<file path="config.mk">
export PLATFORM = sky130hd
export DESIGN_NAME = nonce_scheduler
export DESIGN_NICKNAME = d
export VERILOG_FILES = /design/src/rtl/sha_sched_pkg.sv /design/src/rtl/rr_arbiter.sv /design/src/rtl/nonce_scheduler.sv
export SDC_FILE = /design/constraint.sdc
export NUM_CORES = 1
export LEC_CHECK = 0
export BUFFER_PORTS_ARGS = -buffer_cell sky130_fd_sc_hd__buf_2
export CAP_MARGIN = 20
export CORE_ASPECT_RATIO = 1.75
export CORE_UTILIZATION = 35
export CTS_CLUSTER_SIZE = 8
export DETAILED_ROUTE_END_ITERATION = 16
export SLEW_MARGIN = 10
export SYNTH_ARGS = -nofsm -noshare
export SYNTH_HDL_FRONTEND = slang
export SYNTH_SLANG_ARGS = --single-unit
</file>
<file path="constraint.sdc">
create_clock -name clk -period 10.4 [get_ports clk]
set_clock_uncertainty 0.1 [all_clocks]
set_input_delay 0.52 -clock clk [delete_from_list [all_inputs] [get_ports clk]]
set_output_delay 0.52 -clock clk [all_outputs]
set_load 0.01 [all_outputs]
</file>
<file path="src/rtl/sha_sched_pkg.sv">
// Shared types and limits for the SHA-256 nonce scheduler and its arbiter.
package sha_sched_pkg;

  typedef enum logic [1:0] {IDLE, RUN, DRAIN} sched_state_t;

  localparam int MAX_CORES = 16;
  localparam int TAG_W     = 16;

  typedef logic [TAG_W-1:0] tag_t;

endpackage

</file>
<file path="src/rtl/rr_arbiter.sv">
// Round-robin arbiter: combinational one-hot grant, search starts one past the last grant.
// The pointer is a one-hot copy of the last grant and resets to index 0.
module rr_arbiter import sha_sched_pkg::*; #(
  parameter int WIDTH = MAX_CORES
) (
  input  logic             clk,
  input  logic             reset_n,
  input  logic [WIDTH-1:0] req,
  output logic [WIDTH-1:0] grant
);

  logic [WIDTH-1:0] last_oh;
  logic [WIDTH-1:0] above_mask;
  logic [WIDTH-1:0] req_hi;

  // Requests strictly above the last grant win first; otherwise wrap to the lowest.
  always_comb begin
    above_mask = ~((last_oh << 1) - WIDTH'(1));
    req_hi     = req & above_mask;
    if (|req_hi) begin
      grant = req_hi & (~req_hi + WIDTH'(1));
    end else begin
      grant = req & (~req + WIDTH'(1));
    end
  end

  always_ff @(posedge clk or negedge reset_n) begin
    if (!reset_n) begin
      last_oh <= WIDTH'(1);
    end else if (|grant) begin
      last_oh <= grant;
    end
  end

endmodule

</file>
<file path="src/rtl/nonce_scheduler.sv">
// Dispatches nonces to NUM_CORES hash cores and serialises their h0 results to one write port.
// Optional NONCE_SCHED_CYCLES_EN adds a start-to-idle cycle counter output.
module nonce_scheduler #(
  parameter int NUM_CORES     = 4,
  parameter int NUM_OF_NONCES = 16
) (
  input  logic                   clk,
  input  logic                   reset_n,
  input  logic                   start,
  input  logic [15:0]            output_addr,
  output logic                   done,
  output logic [NUM_CORES-1:0]   core_start,
  output logic [31:0]            core_nonce,
  input  logic [NUM_CORES-1:0]   core_done,
  input  logic [32*NUM_CORES-1:0] core_h0,
  output logic [NUM_CORES-1:0]   core_ack,
  output logic                   mem_clk,
  output logic                   mem_we,
  output logic [15:0]            mem_addr,
  output logic [31:0]            mem_write_data
`ifdef NONCE_SCHED_CYCLES_EN
  ,
  output logic [31:0]            cycle_count
`endif
);
  import sha_sched_pkg::*;

  localparam tag_t LAST_NONCE = tag_t'(NUM_OF_NONCES);

  sched_state_t         state, state_nxt;
  tag_t                 next_nonce;
  tag_t                 base_addr;
  tag_t                 tag [NUM_CORES];
  logic [NUM_CORES-1:0] busy;
  logic [NUM_CORES-1:0] elig;
  logic [NUM_CORES-1:0] disp;
  logic [NUM_CORES-1:0] wb_req;
  logic [NUM_CORES-1:0] wb_grant;
  tag_t                 wb_tag;
  logic [31:0]          wb_data;

  assign mem_clk = clk;
  assign done    = (state == IDLE);

  always_comb begin
    state_nxt = state;
    elig      = ~busy & ~core_ack;
    disp      = '0;
    wb_req    = '0;
    case (state)
      IDLE: begin
        if (start) state_nxt = RUN;
      end
      RUN: begin
        if (next_nonce == LAST_NONCE) begin
          state_nxt = DRAIN;
        end else begin
          disp = elig & (~elig + NUM_CORES'(1));
        end
        wb_req = core_done & busy & ~core_ack;
      end
      DRAIN: begin
        wb_req = core_done & busy & ~core_ack;
        if (busy == '0 && core_ack == '0) state_nxt = IDLE;
      end
      default: state_nxt = IDLE;
    endcase
  end

  rr_arbiter #(.WIDTH(NUM_CORES)) u_wb_arb (
    .clk    (clk),
    .reset_n(reset_n),
    .req    (wb_req),
    .grant  (wb_grant)
  );

  always_comb begin
    wb_tag  = '0;
    wb_data = '0;
    for (int c = 0; c < NUM_CORES; c++) begin
      if (wb_grant[c]) begin
        wb_tag  = tag[c];
        wb_data = core_h0[32*c +: 32];
      end
    end
  end

  always_ff @(posedge clk or negedge reset_n) begin
    if (!reset_n) begin
      state <= IDLE;
    end else begin
      state <= state_nxt;
    end
  end

  always_ff @(posedge clk or negedge reset_n) begin
    if (!reset_n) begin
      next_nonce     <= '0;
      base_addr      <= '0;
      busy           <= '0;
      core_start     <= '0;
      core_nonce     <= '0;
      core_ack       <= '0;
      mem_we         <= 1'b0;
      mem_addr       <= '0;
      mem_write_data <= '0;
      for (int c = 0; c < NUM_CORES; c++) tag[c] <= '0;
    end else begin
      core_start <= disp;
      core_ack   <= wb_grant;
      mem_we     <= |wb_grant;
      // Dispatch and writeback never target the same core: one needs busy low, the other high.
      busy       <= (busy | disp) & ~wb_grant;
      if (state == IDLE && start) begin
        base_addr  <= output_addr;
        next_nonce <= '0;
      end
      if (|disp) begin
        core_nonce <= 32'(next_nonce);
        next_nonce <= next_nonce + 1'b1;
      end
      for (int c = 0; c < NUM_CORES; c++) begin
        if (disp[c]) tag[c] <= next_nonce;
      end
      if (|wb_grant) begin
        mem_addr       <= base_addr + wb_tag;
        mem_write_data <= wb_data;
      end
    end
  end

`ifdef NONCE_SCHED_CYCLES_EN
  always_ff @(posedge clk or negedge reset_n) begin
    if (!reset_n) begin
      cycle_count <= '0;
    end else if (state == IDLE) begin
      if (start) cycle_count <= '0;
    end else begin
      cycle_count <= cycle_count + 32'd1;
    end
  end
`endif

endmodule

</file>
* Yosys cells after proc, flatten, opt, wreduce, memory -nomap -nowiden *
Cells that the tools add are included.

storage, ports and cells
  logic and storage cells = 72
  register bits = 178
  input bits = 151
  output and inout port bits = 91

cells by class
  add/subtract/negate cells = 6
  equality and inequality tests = 6
  bitwise logic cells = 16
  reductions and logical operators = 11
  multiplexer cells = 18

operators by type and width
  cell                                                                 count
  32-bit 2-to-1 mux                                                    4
  16-bit 2-to-1 mux                                                    6
  4-bit AND                                                            8
  4-bit inverter                                                       7
  16-bit by 1-bit adder with 16-bit output (second input constant)     1
  16-bit adder                                                         1
  16-bit by 5-bit == test with 1-bit output (second input constant)    1
  4-bit 2-to-1 mux                                                     4
  4-bit by 1-bit adder with 4-bit output (second input constant)       3
  4-bit OR reduction                                                   3
  4-bit zero test                                                      2
  2-bit 2-to-1 mux                                                     3
  2-bit != test (second input constant)                                3
  2-bit one-hot mux with 3 select lines                                1
  4-bit bitwise OR                                                     1
  4-bit by 1-bit subtractor with 4-bit output (second input constant)  1
  3-bit AND reduction                                                  1
  2-bit by 1-bit == test with 1-bit output (second input constant)     1
  2-bit == test (second input constant)                                1
  1-bit logical AND                                                    2
  2-bit zero test                                                      1
  2-bit nonzero test                                                   1
  2-bit OR reduction                                                   1

* Depth between registers and ports, before layout *
  depth after elaboration = 13
  mapped depth = 20
  mapped depth without buffers = 18

* Cells and area by module *
A second synthesis with hierarchy kept.

unflattened totals
  cell total of the unflattened synthesis = 846
  area total of the unflattened synthesis = 8768.4 um2

by module, submodules not included
  module           sequential area each (um2)  cells each  instances  area an instance (um2)
  nonce_scheduler  4379.2                      818         1          8509.4
  rr_arbiter       76.3                        28          1          259.0

==> flow_metrics.env <==
export IMPL_swShare=0.395
export IMPL_postCtsHoldBufs=0
export IMPL_timing_hold_ws_ns=-0.0576
export IMPL_power_share_combinational=0.413
export IMPL_routed_wl_um=24000
export IMPL_grt_pass1_vias=6963
export IMPL_drive_gt1_frac=0.332
export IMPL_num_nets_final=1191
export IMPL_worstMarginPinSlew_ns=0.996
export IMPL_vias=7007
export IMPL_hold_path_class="in -> async"
export IMPL_gp_congestion=0.874
export IMPL_final_util=0.440
export IMPL_worst_setup_path_end_kind="output port"
export IMPL_clkLatencyLatePin_ns=0.55
export IMPL_power_density_mw_per_mm2=298
export IMPL_seqCellArea_mm2=0.00446
export IMPL_report_final_slew_viol_count=0
export IMPL_drtIter0Drc=671
export IMPL_synth_cells=817
export IMPL_wl_per_cell_um=17.9
export IMPL_yosysWarnings=0
export IMPL_grt_ovfl_total=0
export IMPL_crit_fanout=2
export IMPL_num_rows=75
export IMPL_clk_pin_slew_ns=0.07
export IMPL_setup_violations_final=0
export IMPL_portBuffers=225
export IMPL_synth_area_mm2=0.00858
export IMPL_drc=0
export IMPL_final_hold_violation_count=14
export IMPL_pwr_share_seq=0.358
export IMPL_seq_area_frac_synth=0.519
export IMPL_ys_types=57
export IMPL_rsz0062_at_grt="no"
export IMPL_tns_ns=0
export IMPL_ys_ff_latch=178
export IMPL_detail_route_antenna_nets=0
export IMPL_clock_power_share=0.229
export IMPL_p_sw_w=0.00125
export IMPL_ir_drop_uv=138
export IMPL_grt_pass1_wl_um=37500
export IMPL_core_mm2=0.0240
export IMPL_cts_tree="built"
export IMPL_dp_hpwl_um=16900
export IMPL_die_area_mm2=0.0252
export IMPL_nFillCells=2379
export IMPL_failed_checks="negative hold slack"
export IMPL_drv_cap=0
export IMPL_synth_edf_count=0
export IMPL_start_util=0.357
export IMPL_cts_resized=0
export IMPL_synth_ff_type="dfrtp_1"
export IMPL_grt_use_total=0.195
export IMPL_cts_setup_buffers=0
export IMPL_p_int_w=0.00191
export IMPL_vias_per_cell=5.24
export IMPL_fin_ws_ns=4.21
export IMPL_die_x_um=120
export IMPL_multiInputGateArea_mm2=0.00376
export IMPL_crit_required_ns=9.78
export IMPL_critPathArrivalTime_ns=5.57
export IMPL_antenna_found_initial=1
export IMPL_p_leak_nw=5.40
export IMPL_syn_to_final_growth_pct=23.1
export IMPL_critical_path_class="clk -> out"
export IMPL_async_flop_share=1.00
export IMPL_grt_max_degree=103
export IMPL_status="complete, but fails checks"
export IMPL_drtPass1Iterations=9
export IMPL_max_slew_margin=0.335
export IMPL_start_kind="clock port"
export IMPL_die_y_um=209
export IMPL_preCtsSetupSlack_ns=4.47
export IMPL_synth_area_per_cell_um2=10.5
export IMPL_pin_count=242
Yosys cell counts (2+ instances only):
cell      count  area share
inv_1        16      0.0070
a22o_1        2      0.0020
o21ai_0      43       0.025
a21oi_1      20       0.012
xor2_1        9      0.0092
a221oi_1      2      0.0020
o21ai_2       2      0.0020
a222oi_1     46       0.054
nand2_1     172       0.075
and3_1        9      0.0066
ha_1         23       0.034
mux2_2       55       0.072
o21bai_1      2      0.0017
buf_2        17      0.0099
dfrtp_1     177        0.52
buf_4        19       0.017
o31ai_1       2      0.0017
nor4b_1       2      0.0020
clkbuf_1     33       0.014
nand3_1      45       0.026
a21o_1        9      0.0079
a31oi_1       3      0.0022
mux2_1       19       0.025
nor2_1       35       0.015
a221oi_2      2      0.0035
nand4_1       5      0.0036
and4b_1       3      0.0035
and4_1        2      0.0020
nor3_1        4      0.0023
xnor2_1       7      0.0071
buf_1         2     0.00088
buf_6         2      0.0026
o21a_1        3      0.0026
nor4_4        2      0.0050
final cells by class:
| cell class | instances | share of cell area |
|---|---|---|
| multi-input combinational | 564 | 0.356 |
| timing repair buffer | 234 | 0.116 |
| clock inverter | 15 | 0.0160 |
| tap | 308 | 0.0365 |
| antenna | 1 | 0.000237 |
| inverter | 17 | 0.00604 |
| sequential | 178 | 0.422 |
| clock buffer | 21 | 0.0478 |
registers in the layout, indices dropped and copies added (netlist names):
register,count
state,2
mem_write_data,32
base_addr,16
mem_we,1
next_nonce,16
busy,4
core_start,4
core_ack,4
mem_addr,16
tag,64
u_wb_arb.last_oh,3
core_nonce,16
power groups by stage:
stage | clock (W) | combinational (W) | sequential (W)
finish | 0.000721 | 0.00130 | 0.00113
global route | 0.000772 | 0.00146 | 0.00116
CTS | 0.000737 | 0.00133 | 0.00113
detailed placement | 0.00000581 | 0.00133 | 0.00114
global placement | 0.00000581 | 0.00131 | 0.00113
floorplan | 0.00000792 | 0.000883 | 0.00114
final timing paths:
kind | startpoint | endpoint | slack, ns | cells after the start
max reg2reg | u_wb_arb.last_oh[0] | mem_addr[15] | 5.85 | 17
min | reset_n | core_nonce[2] | -0.06 | 1
max in group asynchronous | reset_n | u_wb_arb.last_oh[0] | 8.95 | 3
max | clk | mem_clk | 4.21 | 3
min in group clk | core_h0[49] | mem_write_data[17] | 0.08 | 3
min reg2reg | mem_write_data[11] | mem_write_data[11] | 0.37 | 2
routing by layer:
| layer | up-vias | routed length [um] | track usage |
|---|---|---|---|
| met5 | - | 0 | 0 |
| met4 | 0 | 773 | 0.0937 |
| met3 | 48 | 1250 | 0.0401 |
| met2 | 249 | 12300 | 0.333 |
| met1 | 3425 | 9600 | 0.233 |
| li1 | 3285 | - | - |
cell families (layout without fill, tap and decap cells):
kind of cell             after synthesis  in the layout  share of synthesized area
AO/OA/AOI/OAI                        147            147                      0.128
XOR/XNOR                              17             17                     0.0190
adder cells (fa/ha/maj)               24             24                     0.0359
buffers and inverters                 90            287                     0.0519
flip-flops                           178            178                      0.519
multiplexers                          74             74                     0.0971
other                                  1             17                   0.000437
AND/OR/NAND/NOR                      286            286                      0.148
worst max-delay path: stages:
cell       delay [ns]
clkbuf_16        0.12
clkbuf_16        0.12
buf_2            0.13
layout by cell type (no fill, tap or decap), drive strengths merged, types with 7 or more instances in the layout:
master	Yosys	layout
a222oi	46	46
a21oi	20	20
mux2	74	74
dfrtp	177	177
inv	17	25
a21o	9	9
nand2	172	172
xnor2	7	7
xor2	9	9
conb	1	16
o21ai	45	45
nand3	45	45
buf	40	235
clkbuf	33	20
nor2	35	35
and3	9	9
ha	23	23
stage by stage:
step	instance area, um2	hold WS (ns)	cells	power (W)
finish	10600	-0.0576	1338	0.00315
global route	10600	0.0430	1338	0.00339
CTS	10500	0.0204	1336	0.00320
detailed placement	9870	0.358	1301	0.00247
global placement	9870	0.351	1301	0.00245
floorplan	8640	0.124	832	0.00203
(Power assumes the default switching activity.)
